### src/rtl/el2_exu_mul_noc_sched.sv
// Sequences one multiply transaction at a time between the EXU pipeline and the NoC
// multiplier path: launch sender, stall until a result packet arrives, capture, flush.
module el2_exu_mul_noc_sched #(
   parameter int TIMEOUT_CYCLES = 255
) (
   input  logic        clk_noc,
   input  logic        rst_l,
   input  logic        mul_req,
   input  logic        mul_kill,
   input  logic        tx_ready,
   output logic        tx_start,
   input  logic        rx_valid,
   input  logic [31:0] rx_result,
   output logic        noc_sr_flush,
   output logic        mul_busy,
   output logic        result_valid,
   output logic [31:0] result_x,
   output logic        timeout_err
);

   localparam int CNT_W = $clog2(TIMEOUT_CYCLES + 1);
   localparam logic [CNT_W-1:0] CNT_LAST = CNT_W'(TIMEOUT_CYCLES - 1);

   localparam logic [2:0] IDLE  = 3'd0;
   localparam logic [2:0] SEND  = 3'd1;
   localparam logic [2:0] WAIT  = 3'd2;
   localparam logic [2:0] DRAIN = 3'd3;
   localparam logic [2:0] RESP  = 3'd4;
   localparam logic [2:0] FLUSH = 3'd5;

   logic [2:0]       state_q, state_d;
   logic [CNT_W-1:0] cnt_q, cnt_d;
   logic [31:0]      result_q, result_d;
   logic             terr_q, terr_d;
   logic             launch;
   logic             flush_pulse;
   logic             resp_pulse;
   logic             timeout_hit;
   logic             counting;

   assign timeout_hit = (cnt_q == CNT_LAST);
   assign counting    = (state_q == WAIT) || (state_q == DRAIN);

   always_comb begin
      state_d     = state_q;
      result_d    = result_q;
      terr_d      = terr_q;
      launch      = 1'b0;
      flush_pulse = 1'b0;
      resp_pulse  = 1'b0;
      case (state_q)
         IDLE: begin
            // A kill in the same cycle as a request cancels it before anything is sent.
            if (mul_req && !mul_kill) begin
               if (tx_ready) begin
                  launch  = 1'b1;
                  state_d = WAIT;
               end else begin
                  state_d = SEND;
               end
            end
         end
         SEND: begin
            if (mul_kill) begin
               state_d = IDLE;
            end else if (tx_ready) begin
               launch  = 1'b1;
               state_d = WAIT;
            end
         end
         WAIT: begin
            if (mul_kill) begin
               state_d = rx_valid ? FLUSH : DRAIN;
            end else if (rx_valid) begin
               result_d = rx_result;
               state_d  = RESP;
            end else if (timeout_hit) begin
               terr_d  = 1'b1;
               state_d = FLUSH;
            end
         end
         DRAIN: begin
            // The packet of a killed request must still be consumed before the next launch.
            if (rx_valid) begin
               state_d = FLUSH;
            end else if (timeout_hit) begin
               terr_d  = 1'b1;
               state_d = FLUSH;
            end
         end
         RESP: begin
            flush_pulse = 1'b1;
            resp_pulse  = !mul_kill;
            state_d     = IDLE;
         end
         FLUSH: begin
            flush_pulse = 1'b1;
            state_d     = IDLE;
         end
         default: begin
            state_d = IDLE;
         end
      endcase
   end

   always_comb begin
      cnt_d = cnt_q;
      if (launch) begin
         cnt_d = '0;
      end else if (counting && !timeout_hit) begin
         cnt_d = cnt_q + CNT_W'(1);
      end
   end

   always_ff @(posedge clk_noc or negedge rst_l) begin
      if (!rst_l) begin
         state_q  <= IDLE;
         cnt_q    <= '0;
         result_q <= '0;
         terr_q   <= 1'b0;
      end else begin
         state_q  <= state_d;
         cnt_q    <= cnt_d;
         result_q <= result_d;
         terr_q   <= terr_d;
      end
   end

   // IDLE decodes inputs directly, so the launch strobe is qualified by reset as well.
   assign tx_start     = launch && rst_l;
   assign noc_sr_flush = flush_pulse;
   assign result_valid = resp_pulse;
   assign mul_busy     = (state_q != IDLE);
   assign result_x     = result_q;
   assign timeout_err  = terr_q;

endmodule
### config.mk
export PLATFORM = sky130hd
export DESIGN_NAME = el2_exu_mul_noc_sched
export DESIGN_NICKNAME = d
export VERILOG_FILES = /design/src/rtl/el2_exu_mul_noc_sched.sv
export SDC_FILE = /design/constraint.sdc
export NUM_CORES = 1
export LEC_CHECK = 0
export ABC_AREA = 1
export BUFFER_PORTS_ARGS = -buffer_cell sky130_fd_sc_hd__buf_4
export CELL_PAD_IN_SITES_DETAIL_PLACEMENT = 2
export CELL_PAD_IN_SITES_GLOBAL_PLACEMENT = 2
export CORE_ASPECT_RATIO = 0.6
export CORE_MARGIN = 2
export CORE_UTILIZATION = 33
export CTS_BUF_LIST = sky130_fd_sc_hd__clkbuf_16
export CTS_CLUSTER_DIAMETER = 100
export CTS_CLUSTER_SIZE = 14
export DETAILED_ROUTE_END_ITERATION = 16
export PLACE_DENSITY = 0.86
export SYNTH_ARGS = -nofsm -noshare
export SYNTH_HDL_FRONTEND = slang
export SYNTH_SLANG_ARGS = --single-unit
### constraint.sdc
create_clock -name clk_noc -period 4.2 [get_ports clk_noc]
set_input_delay 0.42 -clock clk_noc [delete_from_list [all_inputs] [get_ports clk_noc]]
set_output_delay 0.42 -clock clk_noc [all_outputs]
set_load 0.02 [all_outputs]
Yosys cells after proc, flatten, opt, wreduce, memory -nomap -nowiden:

Cells that the tools add are included.

* mux-type cells: 22
* $add $sub $neg: 1
* bitwise operators: 1
* reductions and logical operators: 14
* equality and inequality tests: 9

Operator list (count)
* $mux W3: 8
* $mux W8: 2
* $pmux W3 S4: 1
* $add A8 B1 Y8 const B: 1
* $eq A8 B8 Y1 const B: 1
* $mux W1: 8
* $eq A3 B2 Y1 const B: 2
* $eq A3 B3 Y1 const B: 2
* $ne A2 B2 Y1 const B: 2
* $pmux W1 S2: 2
* $reduce_and A2 Y1: 2
* $reduce_bool A2 Y1: 2
* $eq A3 B1 Y1 const B: 1
* $logic_and A1 B1 Y1: 3
* $logic_not A3 Y1: 1
* $ne A3 B3 Y1 const B: 1
* $reduce_and A3 Y1: 1
* $reduce_bool A3 Y1: 1
* $logic_not A1 Y1: 2
* $mux W2: 1
* $reduce_or A2 Y1: 1
* $logic_or A1 B1 Y1: 1
* $not A1 Y1: 1

* word-level logic and storage cells: 51
* output and inout port bits: 37
* bits in registers: 44
* input bits: 38

Depth between registers and ports, before layout:

Gate-level depths: netlist (run 1).

* depth after elaboration: 5
* mapped depth: 10
* mapped depth without buffers: 10

Least setup slack after synthesis (run 1):

No wires, ideal clock.

* path type: register -> output
* start point: register state_q[1]
* end point: output tx_start
* setup slack: 2404 ps
* path buffers: 0
* cell stages (with the launch flop): 6
* data required time: 3780 ps
* arrival: 1376 ps
* path through: dfrtp_1 nor2_1 o211ai_1 nor2_4 inv_1 nor2_1

* word-level cells in the longest chain between the ends: 3
* elaborated cells on any way between the ends: 4
* those cells by class: eq/ne: 1; mux: 1; reduce/logical: 2

Ends and longest elaborated chain
* start, declared: RTL line 31 `logic [2:0] state_q, state_d;`
* start signal, assigned: RTL line 122 `state_q <= state_d;`
* $eq A3 B1 Y1 or $logic_not A3 Y1 (tied branches): RTL line 51 `case (state_q)`
* $pmux W1 S2 *: RTL line 51
* $logic_and A1 B1 Y1 *: RTL line 130 `assign tx_start = launch && rst_l;`
* end, declared: RTL line 11 `output logic tx_start,`

Every way passes the cells marked *; elsewhere a longest branch is shown, timed or not.

Final worst setup path (run 1):

Same ends and word-level chain as after synthesis.

==> impl_metrics.json, run 1 <==
{
  "routed_via_density": 4.82,
  "ir_drop_uv": 337,
  "ys_ff_latch": 44,
  "synth_compound_area_share_pct": 2.49,
  "crit_fanout": 7,
  "die_area_um2": 7080,
  "synth_top_cell_area_share_pct": 52.1,
  "grt_pass1_wl_um": 10800,
  "worst_pin_slew_ns": 0.646,
  "relSlewSlack_pct": 56.9,
  "tritoncts": "done",
  "fin_nets": 299,
  "area_growth_pct": 37.6,
  "synthXorXnorAreaFrac_pct": 1.66,
  "drt_pass1_iterations": 4,
  "drt_iter0_markers": 42,
  "cp.required_ns": 3.78,
  "stdcell_area_um2": 2910,
  "r2r_cells": 5,
  "synth.net_count": 221,
  "endpoint_kind": "output port",
  "yosysSeqAreaShare_pct": 52.1,
  "finalCriticalPeriod_ns": 2.28,
  "crit_type": "reg -> out",
  "finalCritPeriodShare_pct": 54.3,
  "synth_warnings": 0,
  "place_hpwl_um": 5010,
  "htreeDepth": 2,
  "power.density_nw_per_um2": 771,
  "antenna_found_initial": 0,
  "cts_buffers": 5,
  "path_cells": "nor2_1 > o211ai_1 > nor2_4 > inv_1 > nor2_1 > buf_4",
  "io_pins": 75,
  "slew_viol_final": 0,
  "postCtsSetupBuffers": 0,
  "fin_tns_setup_ns": 0,
  "route.final.wire_length_um": 6710,
  "n_antenna_cell": 0,
  "reg2reg_from": "state_q[2]$_DFFE_PN0P_",
  "critical-path-slowest-cell": "dfrtp_1",
  "grt_pass1_vias": 1929,
  "synth.area.mux_share_pct": 22.4,
  "ant_nets": 0,
  "fin_skew_ns": 0.00617,
  "overflow": 0,
  "fp.dieH_um": 66.0,
  "yosys.cell_count.top_type": "dfrtp_1",
  "syn_inst": 181,
  "clk_latency_ns": 0.29,
  "port-buffer-count": 74,
  "r2r-end": "result_x[19]$_DFFE_PN0P_",
  "grt_max_degree": 46,
  "cts.repair.resized": 0,
  "setup_viol": 0,
  "hold_viol": 0,
  "startpoint_type": "flip-flop",
  "reg2reg_slack_ns": 2.30,
  "die_w_um": 107,
  "routabilityCongestion": 0.833,
  "synth_top_area_cell": "dfrtp_1",
  "synth_adder_area_share_pct": 1.18,
  "ys_top_cells_by_count": "dfrtp_1 (44), nand2_1 (34), mux2_4 (30), inv_1 (15), nor2_1 (15)",
  "yosysUniqueCellTypes": 25,
  "ys_top_cells_by_area": "dfrtp_1 (52%), mux2_4 (21%), nand2_1 (6.0%), inv_1 (2.7%), nor2_1 (2.7%)",
  "start_util_pct": 34.4,
  "cellLeakagePower_nw": 1.57,
  "cap_viol_max_count": 0,
  "num_rows": 22,
  "layout-drive-gt1-share_pct": 46.2,
  "synth-main-ff-cell": "dfrtp_1",
  "nFillCells": 615,
  "clockBufferDepth": 2,
  "status": "finished clean",
  "clock-sinks": 44,
  "rsz0062_at_grt": "false",
  "syn_avg_cell_area_um2": 11.7,
  "dr_total_vias": 1658,
  "synth_edf_count": 0,
  "postPlaceCellArea_um2": 2740,
  "path_common_cell": "nor2_1",
  "synth_top_family_by_area": "multiplexers",
  "yosys.area_share.simple_pct": 15.6,
  "wire_per_inst_um": 19.5,
  "critical-path-max-stage-delay_ns": 0.46,
  "cts_root_buffer": "clkbuf_16",
  "netlist_area_um2": 2110,
  "remaining_drc_errors": 0,
  "postCtsHoldBufs": 0,
  "hold_class": "in -> async",
  "crit_arrival_ns": 1.86,
  "clk_transition_reported_paths_ns": 0.06,
  "grt.total_usage_pct": 20.6,
  "core_um2": 6140,
  "max_freq_mhz": 438,
  "synth-async-reset-ratio_pct": 100
}
==> layer usage <==
layer | wire length [um] | vias up | global-route usage (%)
met1 | 2800 | 832 | 24.5
met4 | 108 | 0 | 6.49
li1 | - | 750 | -
met2 | 3270 | 65 | 35.2
met5 | 0 | - | 0
met3 | 530 | 11 | 7.39
==> layout make-up <==
class	instances	area, um^2	area share, %
inverters	17	63.8	2.19
clock inverters	3	42.5	1.46
flip-flops and latches	44	1100	37.9
multi-input cells	117	915	31.5
clock buffers	5	125	4.30
repair buffers	74	556	19.1
well taps	84	105	3.61
==> power breakdown <==
| part | leakage [nW] | total [mW] | switching (mW) | internal (mW) |
|---|---|---|---|---|
| clock network | 0.0814 | 0.445 | 0.165 | 0.280 |
| registers | 0.549 | 0.757 | 0.152 | 0.606 |
| logic | 0.940 | 1.04 | 0.532 | 0.507 |
| total | 1.57 | 2.24 | 0.849 | 1.39 |
==> logic make-up after synthesis <==
logic type	count (synthesis)
flops	44
simple gates	71
compound gates	8
mux	32
buf+inv	20
fa+ha+maj	2
xor+xnor	4
==> cell usage in the layout, fill, tap and decap left out <==
| master | Yosys | final |
|---|---|---|
| nor4_1 | 1 | 1 |
| nand3b_1 | 1 | 1 |
| inv_1 | 15 | 15 |
| or2_2 | 1 | 1 |
| clkinv_1 | 0 | 1 |
| nand3_4 | 1 | 1 |
| o31ai_1 | 1 | 1 |
| nor2_1 | 15 | 15 |
| o21bai_1 | 2 | 2 |
| mux2_2 | 2 | 2 |
| nand3_1 | 11 | 11 |
| nand2_1 | 34 | 34 |
| nor2_4 | 2 | 2 |
| inv_2 | 2 | 2 |
| xnor2_1 | 1 | 1 |
| o22ai_1 | 2 | 2 |
| nand2_2 | 1 | 1 |
| dfrtp_1 | 44 | 44 |
| a21oi_1 | 2 | 2 |
| ha_1 | 2 | 2 |
| clkinv_4 | 0 | 1 |
| nor3_1 | 1 | 1 |
| bufinv_16 | 0 | 1 |
| mux2_4 | 30 | 30 |
| xor2_1 | 3 | 3 |
| buf_4 | 0 | 74 |
| nand4_1 | 3 | 3 |
| o211ai_1 | 1 | 1 |
| clkbuf_16 | 0 | 5 |
==> worst max path at each step <==
stage / start / to / slack (ns)
floorplan: state_q[1]$_DFFE_PN0P_ / tx_start / 2.40
global placement: rx_valid / result_x[21]$_DFFE_PN0P_ / 2.26
detailed placement: rx_valid / result_x[16]$_DFFE_PN0P_ / 2.21
CTS: state_q[1]$_DFFE_PN0P_ / tx_start / 1.92
global route: state_q[1]$_DFFE_PN0P_ / tx_start / 1.81
finish: state_q[1]$_DFFE_PN0P_ / tx_start / 1.92
==> flip-flops by register name, summed over array words and instances, names as in the netlist <==
name / flops
cnt_q: 8
result_x: 32
state_q: 3
timeout_err: 1
==> worst max-delay path: cells and delay by family, from the launching register on <==
kind | cells | cell delay [ns]
AO/OA/AOI/OAI | 1 | 0.20
AND/OR/NAND/NOR | 3 | 0.61
buffers and inverters | 2 | 0.30
flip-flops | 1 | 0.46
==> metrics by stage <==
stage	instances	total power [mW]	hold slack, ns	util, %	worst slack (ns)
floorplan	181	1.35	0.124	-	2.40
CTS	344	2.27	0.158	47.4	1.92
global placement	336	1.74	0.463	44.6	2.26
detailed placement	336	1.80	0.462	44.6	2.21
finish	344	2.24	0.124	47.4	1.92
global route	344	2.36	0.178	47.4	1.81
No activity file was read; power rests on OpenSTA's default activity.
==> run 2: changes to the inputs <==
--- a/config.mk
+++ b/config.mk
@@ -5,18 +5,18 @@
 export SDC_FILE = /design/constraint.sdc
 export NUM_CORES = 1
 export LEC_CHECK = 0
-export ABC_AREA = 1
+export ABC_AREA = 0
 export BUFFER_PORTS_ARGS = -buffer_cell sky130_fd_sc_hd__buf_4
 export CELL_PAD_IN_SITES_DETAIL_PLACEMENT = 2
 export CELL_PAD_IN_SITES_GLOBAL_PLACEMENT = 2
 export CORE_ASPECT_RATIO = 0.6
 export CORE_MARGIN = 2
-export CORE_UTILIZATION = 33
+export CORE_UTILIZATION = 28
 export CTS_BUF_LIST = sky130_fd_sc_hd__clkbuf_16
 export CTS_CLUSTER_DIAMETER = 100
 export CTS_CLUSTER_SIZE = 14
 export DETAILED_ROUTE_END_ITERATION = 16
-export PLACE_DENSITY = 0.86
+export PLACE_DENSITY = 0.76
 export SYNTH_ARGS = -nofsm -noshare
 export SYNTH_HDL_FRONTEND = slang
 export SYNTH_SLANG_ARGS = --single-unit
==> constraint.sdc (replaced) <==
create_clock -name clk_noc -period 1.8 [get_ports clk_noc]
set_input_delay 0.18 -clock clk_noc [delete_from_list [all_inputs] [get_ports clk_noc]]
set_output_delay 0.18 -clock clk_noc [all_outputs]
set_load 0.02 [all_outputs]
==> impl_metrics.json, run 2 <==
{
  "synth_warnings": 0,
  "path_cells": "buf_4 > nor4_2 > buf_4 > and2_1 > buf_4",
  "crit_arrival_ns": 1.54,
  "rsz0062_at_grt": "false",
  "max_freq_mhz": 580,
  "fp.dieH_um": 69.9,
  "syn_inst": 142,
  "ant_nets": 0,
  "r2r-end": "result_x[1]$_DFFE_PN0P_",
  "worst_pin_slew_ns": 0.582,
  "drt_iter0_markers": 31,
  "n_antenna_cell": 0,
  "critical-path-slowest-cell": "dfrtp_1",
  "slew_viol_final": 0,
  "die_area_um2": 7970,
  "ys_top_cells_by_count": "dfrtp_1 (44), mux2_4 (30), nor2_1 (9), buf_6 (5), nor2b_1 (4)",
  "grt_max_degree": 45,
  "hold_viol": 33,
  "routabilityCongestion": 0.725,
  "netlist_area_um2": 2030,
  "yosys.cell_count.top_type": "dfrtp_1",
  "area_growth_pct": 42.6,
  "p_clk_share_pct": 21.5,
  "hold_slack_ns": -0.0147,
  "fin_tns_setup_ns": 0,
  "yosysSeqAreaShare_pct": 54.3,
  "overflow": 0,
  "tritoncts": "done",
  "htreeDepth": 2,
  "p_seq_share_pct": 34.8,
  "postPlaceCellArea_um2": 2710,
  "reg2reg_slack_ns": 0.17,
  "ir_drop_uv": 642,
  "fin_nets": 266,
  "synth-main-ff-cell": "dfrtp_1",
  "syn_avg_cell_area_um2": 14.3,
  "synth_top_cell_area_share_pct": 54.3,
  "cts_buffers": 5,
  "violations": "negative hold slack",
  "critical-path-max-stage-delay_ns": 0.41,
  "layout_common_cells": "buf_4 (82), dfrtp_1 (44), mux2_4 (30), nor2_1 (8), clkbuf_16 (5)",
  "r2r_cells": 4,
  "startpoint_type": "flip-flop",
  "route.final.wire_length_um": 5010,
  "dr_total_vias": 1462,
  "setup_viol": 0,
  "cp.required_ns": 1.62,
  "reg2reg_from": "state_q[2]$_DFFE_PN0P_",
  "core_um2": 6850,
  "fin_skew_ns": 0.00755,
  "place_hpwl_um": 3740,
  "cap_viol_max_count": 0,
  "synth.net_count": 182,
  "crit_fanout": 12,
  "grt_pass1_vias": 1586,
  "crit_type": "reg -> out",
  "wire_per_inst_um": 16.0,
  "clockBufferDepth": 2,
  "synth_top_area_cell": "dfrtp_1",
  "synth-async-reset-ratio_pct": 100,
  "grt.total_usage_pct": 13.4,
  "antenna_found_initial": 0,
  "endpoint_kind": "output port",
  "ys_top_cells_by_area": "dfrtp_1 (54%), mux2_4 (22%), buf_6 (2.8%), nor2_1 (1.7%), ha_1 (1.2%)",
  "drt_pass1_iterations": 3,
  "start_util_pct": 29.6,
  "relSlewSlack_pct": 61.2,
  "layout_commonest_cell": "buf_4",
  "clock-sinks": 44,
  "power.switching_mw": 1.69,
  "synth_edf_count": 0,
  "finalCritPeriodShare_pct": 95.8,
  "power.density_nw_per_um2": 1700,
  "power_switching_share_pct": 34.3,
  "die_w_um": 114,
  "routed_via_density": 4.66,
  "combPwrFrac_pct": 43.8,
  "clk_transition_reported_paths_ns": 0.06,
  "hold_class": "in -> async",
  "remaining_drc_errors": 0,
  "status": "finished, violations left",
  "ys_ff_latch": 44,
  "stdcell_area_um2": 2890,
  "cellLeakagePower_nw": 1.46,
  "num_rows": 23,
  "grt_pass1_wl_um": 8210,
  "port-buffer-count": 74,
  "largest_reg_flops": 32,
  "clk_latency_ns": 0.29,
  "cts_root_buffer": "clkbuf_16",
  "io_pins": 75,
  "path_common_cell": "buf_4",
  "layout-drive-gt1-share_pct": 55.1,
  "p_int_mw": 3.24,
  "yosysUniqueCellTypes": 38,
  "finalCriticalPeriod_ns": 1.72
}
-- run 2: area by class of cell --
class / instances / area, um^2
sequential: 44 / 1100
multi-input combinational: 89 / 866
fill: 693 / 3960
clock buffer: 5 / 125
tap: 87 / 109
clock inverter: 3 / 46.3
timing repair buffer: 83 / 636
inverter: 3 / 11.3
-- run 2: cell families after synthesis --
group	synth area share, %
compound gates	6.04
simple gates	9.80
xor+xnor	0.863
fa+ha+maj	1.23
mux	24.3
flops	54.3
buf+inv	3.51
-- run 2: power groups by stage --
stage / Sequential (mW) / Combinational [mW] / Clock, mW
CTS: 1.72 / 2.18 / 1.09
floorplan: 2.10 / 0.883 / 0
detailed placement: 1.71 / 2.18 / 0
finish: 1.71 / 2.16 / 1.06
global route: 1.77 / 2.31 / 1.12
global placement: 1.71 / 2.13 / 0
-- run 2: worst max-delay path, delay by kind of cell, from the launching register on --
family / cells / cell delay [ns]
buffers and inverters: 3 / 0.48
DFF: 1 / 0.41
and+or+nand+nor: 2 / 0.38
-- run 2: worst max-delay path by stage --
stage / from / end / slack [ns] / depth (start not counted)
finish: state_q[1]$_DFFE_PN0P_ / tx_start / 0.08 / 5
global route: state_q[1]$_DFFE_PN0P_ / tx_start / 0.008 / 5
CTS: state_q[1]$_DFFE_PN0P_ / tx_start / 0.004 / 5
detailed placement: state_q[2]$_DFFE_PN0P_ / result_x[1]$_DFFE_PN0P_ / 0.15 / 4
global placement: state_q[2]$_DFFE_PN0P_ / result_x[1]$_DFFE_PN0P_ / 0.19 / 4
floorplan: state_q[0]$_DFFE_PN0P_ / result_x[10]$_DFFE_PN0P_ / 0.11 / 5
-- run 2: metrics by stage --
step | setup slack, ns | std cells | utilization [%] | hold slack, ns | power [mW]
after CTS | 0.00440 | 314 | 42.1 | 0.0123 | 4.99
after global placement | 0.191 | 305 | 39.5 | 0.316 | 3.83
after floorplan | 0.105 | 142 | - | -0.116 | 2.98
after detailed placement | 0.154 | 305 | 39.5 | 0.319 | 3.90
final | 0.0764 | 314 | 42.3 | -0.0147 | 4.92
after global routing | 0.00778 | 314 | 42.3 | 0.0373 | 5.21
-- run 2: per-layer routing --
metal	up-vias	global-route usage, %	share of wire (%)
met2	54	18.7	41
met3	7	5.56	7.9
met5	-	0	0
met4	0	4.88	1.2
li1	681	-	-
met1	720	18.5	50
-- run 2: timing repair --
item	in CTS	in global routing
hold buffers	0	0
buffers inserted	1	0
setup endpoints to repair	1	1
gates resized for setup	0	2
hold endpoints to repair	0	0
